--- config.mk ---
export PLATFORM = sky130hd
export DESIGN_NAME = ram_mem_bridge
export DESIGN_NICKNAME = d
export VERILOG_FILES = /design/src/rtl/ram_mem_bridge_pkg.sv /design/src/rtl/ram_mem_bridge_byte_merge.sv /design/src/rtl/ram_mem_bridge.sv
export SDC_FILE = /design/constraint.sdc
export NUM_CORES = 1
export LEC_CHECK = 0
export ABC_AREA = 1
export CAP_MARGIN = 20
export CORE_UTILIZATION = 35
export DETAILED_ROUTE_END_ITERATION = 10
export HOLD_SLACK_MARGIN = 0.15
export PLACE_DENSITY = 0.69
export SLEW_MARGIN = 20
export SYNTH_ARGS = -nofsm -noshare
export SYNTH_HDL_FRONTEND = slang
export SYNTH_SLANG_ARGS = --single-unit
export TNS_END_PERCENT = 30
--- constraint.sdc ---
create_clock -name clk -period 1.7 [get_ports clk]
set_input_delay 0.34 -clock clk [delete_from_list [all_inputs] [get_ports clk]]
set_output_delay 0.34 -clock clk [all_outputs]
set_load 0.005 [all_outputs]
--- src/rtl/ram_mem_bridge_pkg.sv ---
// Shared types and constants for the picorv32-to-RAM bridge.
package ram_mem_bridge_pkg;

  typedef enum logic [1:0] {
    IDLE = 2'd0,
    RD   = 2'd1,
    DONE = 2'd2
  } state_e;

  typedef enum logic [1:0] {
    KIND_RD  = 2'd0,
    KIND_WR  = 2'd1,
    KIND_RMW = 2'd2
  } kind_e;

  localparam int AWIDTH_DEFAULT = 14;
  localparam int DWIDTH_DEFAULT = 32;

  function automatic int swidth_of(input int dwidth);
    return dwidth / 8;
  endfunction

  localparam int SWIDTH_DEFAULT = swidth_of(DWIDTH_DEFAULT);
  localparam logic [SWIDTH_DEFAULT-1:0] FULL_STROBE = {SWIDTH_DEFAULT{1'b1}};

endpackage

--- src/rtl/ram_mem_bridge_byte_merge.sv ---
// Combinational byte merge: strobed bytes from new_word, the rest from old_word.
module ram_mem_bridge_byte_merge
  import ram_mem_bridge_pkg::*;
#(
  parameter int DWIDTH = DWIDTH_DEFAULT
) (
  input  logic [DWIDTH-1:0]           old_word,
  input  logic [DWIDTH-1:0]           new_word,
  input  logic [swidth_of(DWIDTH)-1:0] strobe,
  output logic [DWIDTH-1:0]           merged
);

  localparam int SWIDTH = swidth_of(DWIDTH);

  // select each byte lane independently
  always_comb begin
    merged = old_word;
    for (int i = 0; i < SWIDTH; i++) begin
      if (strobe[i]) begin
        merged[i*8 +: 8] = new_word[i*8 +: 8];
      end else begin
        merged[i*8 +: 8] = old_word[i*8 +: 8];
      end
    end
  end

endmodule

--- src/rtl/ram_mem_bridge.sv ---
// picorv32 native memory interface to word-wide dual-port RAM, partial stores via RMW.
// Optional request counters: define RAM_MEM_BRIDGE_STAT_EN.
module ram_mem_bridge
  import ram_mem_bridge_pkg::*;
#(
  parameter int AWIDTH = AWIDTH_DEFAULT,
  parameter int DWIDTH = DWIDTH_DEFAULT
) (
  input  logic                          clk,
  input  logic                          resetn,
  input  logic                          mem_valid,
  input  logic                          mem_instr,
  output logic                          mem_ready,
  input  logic [31:0]                   mem_addr,
  input  logic [DWIDTH-1:0]             mem_wdata,
  input  logic [swidth_of(DWIDTH)-1:0]  mem_wstrb,
  output logic [DWIDTH-1:0]             mem_rdata,
  output logic [DWIDTH-1:0]             ram_di,
  output logic                          ram_wren,
  output logic [AWIDTH-1:0]             ram_wraddr,
  output logic                          ram_rden,
  output logic [AWIDTH-1:0]             ram_rdaddr,
  input  logic [DWIDTH-1:0]             ram_do
`ifdef RAM_MEM_BRIDGE_STAT_EN
  ,
  output logic [31:0]                   stat_rd,
  output logic [31:0]                   stat_wr,
  output logic [31:0]                   stat_rmw
`endif
);

  localparam int SWIDTH = swidth_of(DWIDTH);
  localparam logic [SWIDTH-1:0] ALL_ONES  = {SWIDTH{1'b1}};
  localparam logic [SWIDTH-1:0] NO_STROBE = {SWIDTH{1'b0}};

  state_e              state_r;
  state_e              next_state_s;
  logic [AWIDTH-1:0]   word_addr_s;
  logic [AWIDTH-1:0]   addr_r;
  logic [DWIDTH-1:0]   wdata_r;
  logic [SWIDTH-1:0]   wstrb_r;
  logic [DWIDTH-1:0]   rdata_r;
  logic                ready_r;
  logic                latch_s;
  logic                wren_s;
  logic                rden_s;
  logic [AWIDTH-1:0]   wraddr_s;
  logic [DWIDTH-1:0]   di_s;
  logic [DWIDTH-1:0]   merged_s;
  logic                full_s;
  logic                unused_s;

  assign word_addr_s = mem_addr[AWIDTH+1:2];
  assign full_s      = (mem_wstrb == ALL_ONES);
  // address bits outside the word field are decoded upstream
  assign unused_s    = ^{mem_instr, mem_addr[31:AWIDTH+2], mem_addr[1:0]};

  ram_mem_bridge_byte_merge #(
    .DWIDTH (DWIDTH)
  ) u_merge (
    .old_word (ram_do),
    .new_word (wdata_r),
    .strobe   (wstrb_r),
    .merged   (merged_s)
  );

  // next-state and RAM port control
  always_comb begin
    next_state_s = state_r;
    latch_s      = 1'b0;
    wren_s       = 1'b0;
    rden_s       = 1'b0;
    wraddr_s     = word_addr_s;
    di_s         = mem_wdata;
    case (state_r)
      IDLE: begin
        if (mem_valid) begin
          if (full_s) begin
            wren_s       = 1'b1;
            next_state_s = DONE;
          end else begin
            rden_s       = 1'b1;
            latch_s      = 1'b1;
            next_state_s = RD;
          end
        end else begin
          next_state_s = IDLE;
        end
      end
      RD: begin
        if (wstrb_r != NO_STROBE) begin
          wren_s   = 1'b1;
          wraddr_s = addr_r;
          di_s     = merged_s;
        end else begin
          wren_s   = 1'b0;
        end
        next_state_s = DONE;
      end
      DONE: begin
        next_state_s = IDLE;
      end
      default: begin
        next_state_s = IDLE;
      end
    endcase
  end

  // state, request latches and registered CPU-side outputs
  always_ff @(posedge clk) begin
    if (!resetn) begin
      state_r <= IDLE;
      addr_r  <= {AWIDTH{1'b0}};
      wdata_r <= {DWIDTH{1'b0}};
      wstrb_r <= NO_STROBE;
      rdata_r <= {DWIDTH{1'b0}};
      ready_r <= 1'b0;
    end else begin
      state_r <= next_state_s;
      ready_r <= (next_state_s == DONE);
      if (latch_s) begin
        addr_r  <= word_addr_s;
        wdata_r <= mem_wdata;
        wstrb_r <= mem_wstrb;
      end
      if ((state_r == RD) && (wstrb_r == NO_STROBE)) begin
        rdata_r <= ram_do;
      end
    end
  end

  assign mem_ready  = ready_r;
  assign mem_rdata  = rdata_r;
  // enables are gated so nothing reaches the RAM on a reset cycle
  assign ram_wren   = wren_s & resetn;
  assign ram_rden   = rden_s & resetn;
  assign ram_wraddr = wraddr_s;
  assign ram_rdaddr = word_addr_s;
  assign ram_di     = di_s;

`ifdef RAM_MEM_BRIDGE_STAT_EN
  kind_e       kind_r;
  logic [31:0] stat_rd_r;
  logic [31:0] stat_wr_r;
  logic [31:0] stat_rmw_r;

  // classify the request on acceptance, count it when it completes
  always_ff @(posedge clk) begin
    if (!resetn) begin
      kind_r     <= KIND_RD;
      stat_rd_r  <= 32'd0;
      stat_wr_r  <= 32'd0;
      stat_rmw_r <= 32'd0;
    end else begin
      if ((state_r == IDLE) && mem_valid) begin
        if (full_s) begin
          kind_r <= KIND_WR;
        end else if (mem_wstrb == NO_STROBE) begin
          kind_r <= KIND_RD;
        end else begin
          kind_r <= KIND_RMW;
        end
      end
      if (state_r == DONE) begin
        case (kind_r)
          KIND_RD:  stat_rd_r  <= stat_rd_r + 32'd1;
          KIND_WR:  stat_wr_r  <= stat_wr_r + 32'd1;
          KIND_RMW: stat_rmw_r <= stat_rmw_r + 32'd1;
          default:  stat_rd_r  <= stat_rd_r;
        endcase
      end
    end
  end

  assign stat_rd  = stat_rd_r;
  assign stat_wr  = stat_wr_r;
  assign stat_rmw = stat_rmw_r;
`endif

endmodule
==> results.yml, run 1 <==
synthesis:
  synth.avg_cell_area_sq_um: 6.26
  syn_area_sq_mm: 0.00456
  synthDistinctLibCells: 18
  ys_seq_area_share_pct: 37.3
  synth-xor-area-share_pct: 0
  synth_top_family_by_area: "simple AND/OR/NAND/NOR gates"
  yosys-mux-area-fraction_pct: 0
  synth_compound_area_share_pct: 10.6
  ys_top_cells_by_area: "dfxtp_1, nor2_1, nand2_1"
  ys_warn_count: 0
  syn-num-nets: 832
  synth_top_area_share_pct: 37.3
  synthSimpleGateAreaFrac_pct: 37.2
  postSynthCellCount: 728
  post-synth-top-area-cell: "dfxtp_1"
  ys_seq_elements: 85
  synth_fa_ha_area_share_pct: 0
worst_setup_path:
  worstSetupPathType: "register to output port"
  end_kind: "output port"
  critPathLaunchType: "register"
  cp_max_fo: 6
  cp.required_ns: 1.36
  crit_arrival_ns: 1.58
detailed_routing:
  viasPerCell: 4.47
  drtIter0Drc: 232
  route.vias.total: 4998
  routedWlPerCell_um: 12.5
  postRouteAntennaNets: 0
  routed_wirelength_um: 14000
  dr.pass1.iters: 4
  drc_errors: 0
job:
  maxCapViolCount: 0
cts:
  cts.sinks: 85
  clk_pin_slew_ns: 0.06
  cts_tree: "done"
  cts_buffers: 9
  cts_hold_buf: 0
  clockRootBuffer: "clkbuf_16"
  htree_levels: 3
  cts_buffer_depth: 2
  clock_latency_ns: 0.34
pwr:
  p_sw_share_pct: 27.8
  irDropWorstVdd_mv: 0.452
  pwr-share-seq_pct: 38.2
  switchingPower_mw: 1.63
  pwr-share-clk_pct: 33.9
  p_int_mw: 4.24
  leakage_nw: 3.69
  p_per_area_mw_per_mm2: 798
  combPwrFrac_pct: 27.9
sta:
  rsz0062_at_grt: "true"
  fmax_mhz: 520
  setup_viol: 60
  period_minus_slack_ns: 1.92
  fin_skew_ns: 0.00701
  worst_pin_slew_ns: 0.752
  fin_crit_sh_pct: 113
  setup_tns_ns: -8.02
  slew_headroom_pct: 49.8
  hold_violations: 0
  setup_slack_ns: -0.223
  slew_violations: 0
  hold_ws_ns: 0.355
placed_design:
  hpwl_um: 8790
  place.gp.congestion: 0.753
  pre_cts_ws_ns: -0.517
  io_buffers: 179
status:
  violations: "setup timing"
  status: "finished with violations"
die:
  ioPinCount: 199
  fp.dieH_um: 116
  die_x_um: 116
  fp-row-count: 41
  fp.coreArea_sq_mm: 0.0127
  start_util_pct: 36.0
  fp.dieArea_sq_mm: 0.0135
final_layout:
  layout_commonest_cell: "nor2_1"
  area_delta_synth_final_pct: 61.5
  drive_gt1_share_pct: 26.2
  nets: 1045
  n_antenna_cell: 0
  final_cell_mix: "nor2_1, nand2_1, clkdlybuf4s50_1"
global_route:
  grt_pass1_wl_um: 22100
  grt_pass1_vias: 4569
  grt_max_degree: 83
  overflow: 0
  antenna_found_initial: 0
  grt_use_total_pct: 21.1
min_path:
  hp-class: "primary input to register"
==> through the flow <==
| step | util, % | total power, mW | std cells | area, sq um |
|---|---|---|---|---|
| after global routing | 58.1 | 6.20 | 1117 | 7360 |
| after floorplan | - | 2.98 | 728 | 4560 |
| after CTS | 57.4 | 5.90 | 1116 | 7270 |
| after global placement | 53.3 | 3.79 | 1084 | 6760 |
| final | 58.1 | 5.87 | 1117 | 7360 |
| after detailed placement | 53.5 | 3.81 | 1085 | 6780 |
==> layout make-up <==
cell class / instances / area [sq um]
Clock buffer: 14 / 264
Clock inverter: 1 / 30.0
Fill cell: 1276 / 5310
Inverter: 89 / 338
Multi-Input combinational cell: 499 / 2420
Sequential cell: 85 / 1710
Tap cell: 172 / 215
Timing Repair Buffer: 257 / 2390
==> power by group through the flow <==
| stage | Clock [mW] | Sequential [mW] | Combinational [mW] |
|---|---|---|---|
| floorplan | 0 | 2.27 | 0.711 |
| global placement | 0 | 2.27 | 1.52 |
| detailed placement | 0 | 2.28 | 1.54 |
| CTS | 2.05 | 2.24 | 1.61 |
| global route | 2.13 | 2.26 | 1.81 |
| finish | 1.99 | 2.24 | 1.64 |
==> state kept, by name, summed over array words and instances, names as in the netlist <==
register,cells
wstrb_r,4
wdata_r,32
mem_ready,1
mem_rdata,32
state_r,2
addr_r,14
==> synth_stat cells (all sizes together) <==
library cell / instances
nor2: 180
nand2: 151
inv: 89
dfxtp: 85
o21ai: 67
nand3: 49
buf: 44
or2: 32
a21oi: 20
clkbuf: 11
==> worst max-delay path: stages (launching register included) <==
cell	delay [ns]
dfxtp_2	0.34
inv_2	0.05
nor2_4	0.11
nand2_4	0.09
buf_12	0.14
buf_8	0.12
buf_16	0.13
a21oi_2	0.11
buf_2	0.13
==> routing by layer <==
| metal | share of wire (%) | track usage [%] | vias up |
|---|---|---|---|
| li1 | - | - | 2622 |
| met1 | 46 | 28.0 | 2234 |
| met2 | 47 | 33.6 | 138 |
| met5 | 0 | 0 | - |
| met3 | 6.6 | 5.81 | 4 |
| met4 | 0.47 | 5.73 | 0 |
==> cells by family (layout without fill, tap and decap cells) <==
| family | after synthesis | count (layout) |
|---|---|---|
| flops | 85 | 85 |
| compound gates | 87 | 87 |
| simple gates | 412 | 412 |
| buf+inv | 144 | 361 |
==> worst paths after layout <==
check | startpoint | endpoint | slack, ns | depth (start not counted)
max | state_r[0] | ram_wraddr[11] | -0.22 | 8
min | resetn | state_r[0] | 0.35 | 3
max reg2reg | state_r[0] | addr_r[6] | -0.02 | 8
min reg2reg | wdata_r[31] | wdata_r[31] | 0.48 | 2
==> repair_timing <==
action | CTS | global route
endpoints found under the setup margin | 55 | 80
setup buffers | 10 | 3
pin swaps | 38 | 5
resized for setup | 263 | 45
cloned | 6 | 1
Note: power is estimated with default switching activity, not from simulation.
==> run 2, diff against run 1 <==
--- a/config.mk
+++ b/config.mk
@@ -11,7 +11,6 @@
 export DETAILED_ROUTE_END_ITERATION = 10
 export HOLD_SLACK_MARGIN = 0.15
 export PLACE_DENSITY = 0.69
-export SLEW_MARGIN = 20
 export SYNTH_ARGS = -nofsm -noshare
 export SYNTH_HDL_FRONTEND = slang
 export SYNTH_SLANG_ARGS = --single-unit
==> constraint.sdc (replaced) <==
create_clock -name clk -period 2.45 [get_ports clk]
set_input_delay 0.49 -clock clk [delete_from_list [all_inputs] [get_ports clk]]
set_output_delay 0.49 -clock clk [all_outputs]
set_load 0.01 [all_outputs]
==> run 2 against run 1 <==
Compared with the run above: the run now ends clean; cell area shrank 8.3%; first-iteration DRC count grew 8.2%; global-route usage shrank 1.6 points; routed wire length shrank 8.0%; clock skew shrank 0.0022 ns; critical path depth shrank 3.
==> results.yml, run 2 (same netlist as run 1, synthesis figures left out) <==
die:
  die_x_um: 116
  fp.dieArea_sq_mm: 0.0135
  fp.dieH_um: 116
  fp.coreArea_sq_mm: 0.0127
  start_util_pct: 36.0
  ioPinCount: 199
  fp-row-count: 41
status:
  status: "finished clean"
min_path:
  hp-class: "primary input to register"
  hold_depth: 3
global_route:
  antenna_found_initial: 0
  overflow: 0
  grt_use_total_pct: 19.5
  grt_pass1_wl_um: 20800
  grt_pass1_vias: 4410
  grt_max_degree: 83
placed_design:
  dpl-instance-area_sq_mm: 0.00641
  place.gp.congestion: 0.764
  hpwl_um: 8510
  io_buffers: 179
worst_setup_path:
  cp_slowest_cell: "clkdlybuf4s50_1"
  crit_path_cell_trace: "clkdlybuf4s50_1, or2_2, o21ai_0, o21ai_0, clkdlybuf4s50_1"
  cp.buffers_inverters: 2
  cpPeakStageDelay_ns: 0.57
  crit_cells: 5
  critPathLaunchType: "primary input"
  end_kind: "output port"
  crit_arrival_ns: 1.88
  reg2regPathDepth: 6
  cp.required_ns: 1.96
  crit_family: "buffers and inverters"
  worstSetupPathType: "primary input to output port"
  cp_max_fo: 2
sta:
  hold_violations: 0
  setup_viol: 0
  fin_crit_sh_pct: 96.9
  rsz0062_at_grt: "false"
  slew_headroom_pct: 40.1
  fin_skew_ns: 0.00485
  fmax_mhz: 421
  slew_violations: 0
  period_minus_slack_ns: 2.37
  worst_pin_slew_ns: 0.899
job:
  maxCapViolCount: 0
detailed_routing:
  route.vias.total: 4759
  routedWlPerCell_um: 12.1
  drtIter0Drc: 251
  drc_errors: 0
  routed_wirelength_um: 12900
  wl_met1_um: 5970
  postRouteAntennaNets: 0
  route.met2.wl_um: 5740
  viasPerCell: 4.48
  met3_length_um: 991
  highest_layer: "met4"
  dr.pass1.iters: 4
cts:
  clk_pin_slew_ns: 0.06
  clockRootBuffer: "clkbuf_16"
  cts_tree: "done"
  htree_levels: 3
  cts.sinks: 85
  cts_buffers: 9
  clock_latency_ns: 0.34
  cts_hold_buf: 0
  cts_buffer_depth: 2
final_layout:
  final_cell_area_sq_mm: 0.00675
  nets: 990
  drive_gt1_share_pct: 10.7
  area_delta_synth_final_pct: 48.1
  final_core_util_pct: 53.3
  layout_commonest_cell: "nor2_1"
  n_antenna_cell: 0
  final_cell_mix: "nor2_1, nand2_1, clkdlybuf4s50_1"
pwr:
  pwr-share-seq_pct: 39.7
  p_int_mw: 2.80
  p_sw_share_pct: 28.3
  p_per_area_mw_per_mm2: 578
  pwr-share-clk_pct: 34.3
  irDropWorstVdd_mv: 0.249
  switchingPower_mw: 1.10
  leakage_nw: 3.35
  combPwrFrac_pct: 26.0
-- run 2: power groups by stage --
stage / Clock [mW] / Combinational [mW] / Sequential, mW
floorplan: 0 / 0.530 / 1.59
global placement: 0 / 1.03 / 1.58
detailed placement: 0 / 1.04 / 1.58
CTS: 1.38 / 1.02 / 1.55
global route: 1.42 / 1.14 / 1.56
finish: 1.34 / 1.01 / 1.55
-- run 2: final cells by class --
| cell class | instances | area [sq um] |
|---|---|---|
| fillers | 1273 | 5920 |
| multi-input cells | 500 | 2240 |
| repair buffers | 201 | 1970 |
| flip-flops and latches | 85 | 1700 |
| inverters | 89 | 338 |
| clock buffers | 16 | 292 |
| well taps | 172 | 215 |
-- run 2: tightest hold or removal path, cell delays in order --
cell and delay (ns):
buf_2 0.09, inv_1 0.08, nor2_1 0.10
-- run 2: per-layer routing --
layer / GRT usage (%) / vias up
li1: - / 2514
met2: 32.3 / 145
met3: 5.35 / 10
met4: 7.52 / 0
met1: 24.1 / 2090
met5: 0 / -
-- run 2: path summary, 6_finish.rpt --
kind | from | to | slack, ns
worst min-delay path | resetn | state_r[0] | 0.45
worst max register to register | state_r[0] | wdata_r[7] | 0.96
worst min register to register | wdata_r[15] | wdata_r[15] | 0.47
worst max-delay path | ram_do[22] | ram_di[22] | 0.08
-- run 2: through the flow --
stage	instances	setup TNS (ns)	total power, mW	setup slack (ns)	hold slack, ns
2_1_floorplan	728	0	2.12	0.800	0.450
3_3_place_gp	1042	-0.0173	2.61	-0.0173	0.460
3_5_place_dp	1042	-0.00554	2.62	-0.00554	0.467
4_1_cts	1061	0	3.95	0.0397	0.442
5_1_grt	1063	0	4.13	0.000251	0.504
6_report	1063	0	3.90	0.0756	0.452
-- run 2: what timing repair did --
action,in CTS,in global routing
pin swaps,2,1
resized for setup,50,3
gates cloned,2,0
setup endpoints to repair,47,9
setup buffers,1,2
==> run 3, diff against run 2 <==
--- a/config.mk
+++ b/config.mk
@@ -10,6 +10,7 @@
 export CORE_UTILIZATION = 35
 export DETAILED_ROUTE_END_ITERATION = 10
 export HOLD_SLACK_MARGIN = 0.15
+export MAX_ROUTING_LAYER = met4
 export PLACE_DENSITY = 0.69
 export SYNTH_ARGS = -nofsm -noshare
 export SYNTH_HDL_FRONTEND = slang
==> run 3 against run 2 <==
Compared with the run above: hold slack improved by 0.0021 ns; routed wire length did not move; sequential share of layout area stayed put; final cell count did not move; maximum frequency about the same; cell area unchanged; critical path type unchanged; critical endpoint unchanged; largest cell class unchanged.
==> results.yml, run 3 (same netlist as run 1, synthesis figures left out) <==
status:
  status: "finished clean"
sta:
  hold_violations: 0
  hold_ws_ns: 0.455
  worst_pin_slew_ns: 0.889
  slew_violations: 0
  fmax_mhz: 421
  period_minus_slack_ns: 2.37
  rsz0062_at_grt: "false"
  setup_tns_ns: 0
  slew_headroom_pct: 40.7
  fin_crit_sh_pct: 96.9
  fin_skew_ns: 0.00438
  setup_slack_ns: 0.0767
  setup_viol: 0
final_layout:
  nets: 990
  fillCellCount: 1273
  drive_gt1_share_pct: 10.7
  layout.cells.non_filler: 1063
  layout_commonest_cell: "nor2_1"
  area_delta_synth_final_pct: 48.1
  final_cell_mix: "nor2_1, nand2_1, clkdlybuf4s50_1"
  n_antenna_cell: 0
global_route:
  antenna_found_initial: 0
  grt_max_degree: 83
  overflow: 0
  grt_pass1_wl_um: 20700
  grt_pass1_vias: 4413
  grt_use_total_pct: 20.1
worst_setup_path:
  reg2reg_to: "wstrb_r[2]"
  cp_slowest_cell: "clkdlybuf4s50_1"
  crit_family: "buffers and inverters"
  cp.buffers_inverters: 2
  rrSetupSlack_ns: 0.96
  crit_path_cell_trace: "clkdlybuf4s50_1, or2_2, o21ai_0, o21ai_0, clkdlybuf4s50_1"
  reg2reg_from: "state_r[0]"
  end_kind: "output port"
  worstSetupEndpoint: "ram_di[22]"
  cp_max_fo: 2
  crit_arrival_ns: 1.88
  reg2regPathDepth: 6
  cpPeakStageDelay_ns: 0.57
  cp.required_ns: 1.96
  crit_cells: 5
  crit_path_start: "ram_do[22]"
  critPathLaunchType: "primary input"
  worstSetupPathType: "primary input to output port"
cts:
  clockRootBuffer: "clkbuf_16"
  htree_levels: 3
  cts_buffer_depth: 2
  clk_pin_slew_ns: 0.06
  clock_latency_ns: 0.34
  cts_buffers: 9
  cts_tree: "done"
  cts.sinks: 85
  cts_hold_buf: 0
placed_design:
  place.gp.congestion: 0.774
  pre_cts_ws_ns: -0.00554
  placedCellCount: 1042
  hpwl_um: 8510
  io_buffers: 179
die:
  fp.coreArea_sq_mm: 0.0127
  fp-row-count: 41
  ioPinCount: 199
  fp.dieArea_sq_mm: 0.0135
  fp.dieH_um: 116
  die_x_um: 116
  start_util_pct: 36.0
detailed_routing:
  route.vias.total: 4794
  routed_wirelength_um: 12900
  viasPerCell: 4.51
  drtIter0Drc: 252
  postRouteAntennaNets: 0
  drc_errors: 0
  routedWlPerCell_um: 12.1
  dr.pass1.iters: 4
pwr:
  p_per_area_mw_per_mm2: 578
  leakage_nw: 3.35
  power_mw: 3.90
  irDropWorstVdd_mv: 0.249
min_path:
  hold_depth: 3
  hp-class: "primary input to register"
job:
  maxCapViolCount: 0
[run 3: cell counts in the layout (fill, tap and decap cells not counted)]
No cell type changed its count.
[run 3: through the flow]
step	cell area [sq um]	util, %
5_1_grt	6750	53.3
4_1_cts	6730	53.1
6_report	6750	53.3
2_1_floorplan	4560	-
3_3_place_gp	6410	50.6
3_5_place_dp	6410	50.6
[run 3: where the power goes]
| part | internal (mW) | switching, mW |
|---|---|---|
| Combinational | 0.505 | 0.509 |
| Clock | 0.800 | 0.536 |
| Sequential | 1.50 | 0.0553 |
| Total | 2.80 | 1.10 |
[run 3: worst min-delay path by stage]
stage                      startpoint          end
after CTS                      resetn   state_r[0]
after floorplan           wdata_r[28]  wdata_r[28]
after global routing       wdata_r[9]   wdata_r[9]
after global placement    wdata_r[24]  wdata_r[24]
after detailed placement  wdata_r[15]  wdata_r[15]
final                          resetn   state_r[0]
[run 3: per-layer routing]
metal / track usage, % / vias up / part of all wire [%]
met2: 32.4 / 149 / 45
li1: - / 2516 / -
met4: 7.52 / 0 / 1.2
met3: 4.46 / 12 / 7.0
met1: 24.5 / 2117 / 47
met5: - / - / 0
[run 3: tightest hold or removal path: cells and delay by family]
| kind | cells | cell delay, ns |
|---|---|---|
| and+or+nand+nor | 1 | 0.10 |
| buffers and inverters | 2 | 0.17 |
[run 3: cell type report]
cell class              count  area [sq um]  share of cell area (%)
well taps                 172           215                    3.19
repair buffers            201          1970                    29.1
multi-input cells         500          2240                    33.1
clock buffers              16           292                    4.32
inverters                  89           338                    5.00
flip-flops and latches     85          1700                    25.2
[run 3: what timing repair did]
| action | in CTS | in global routing |
|---|---|---|
| endpoints found under the setup margin | 47 | 8 |
| pin swaps | 2 | 1 |
| gates resized for setup | 50 | 3 |
| buffers inserted | 1 | 2 |
| cloned | 2 | 0 |
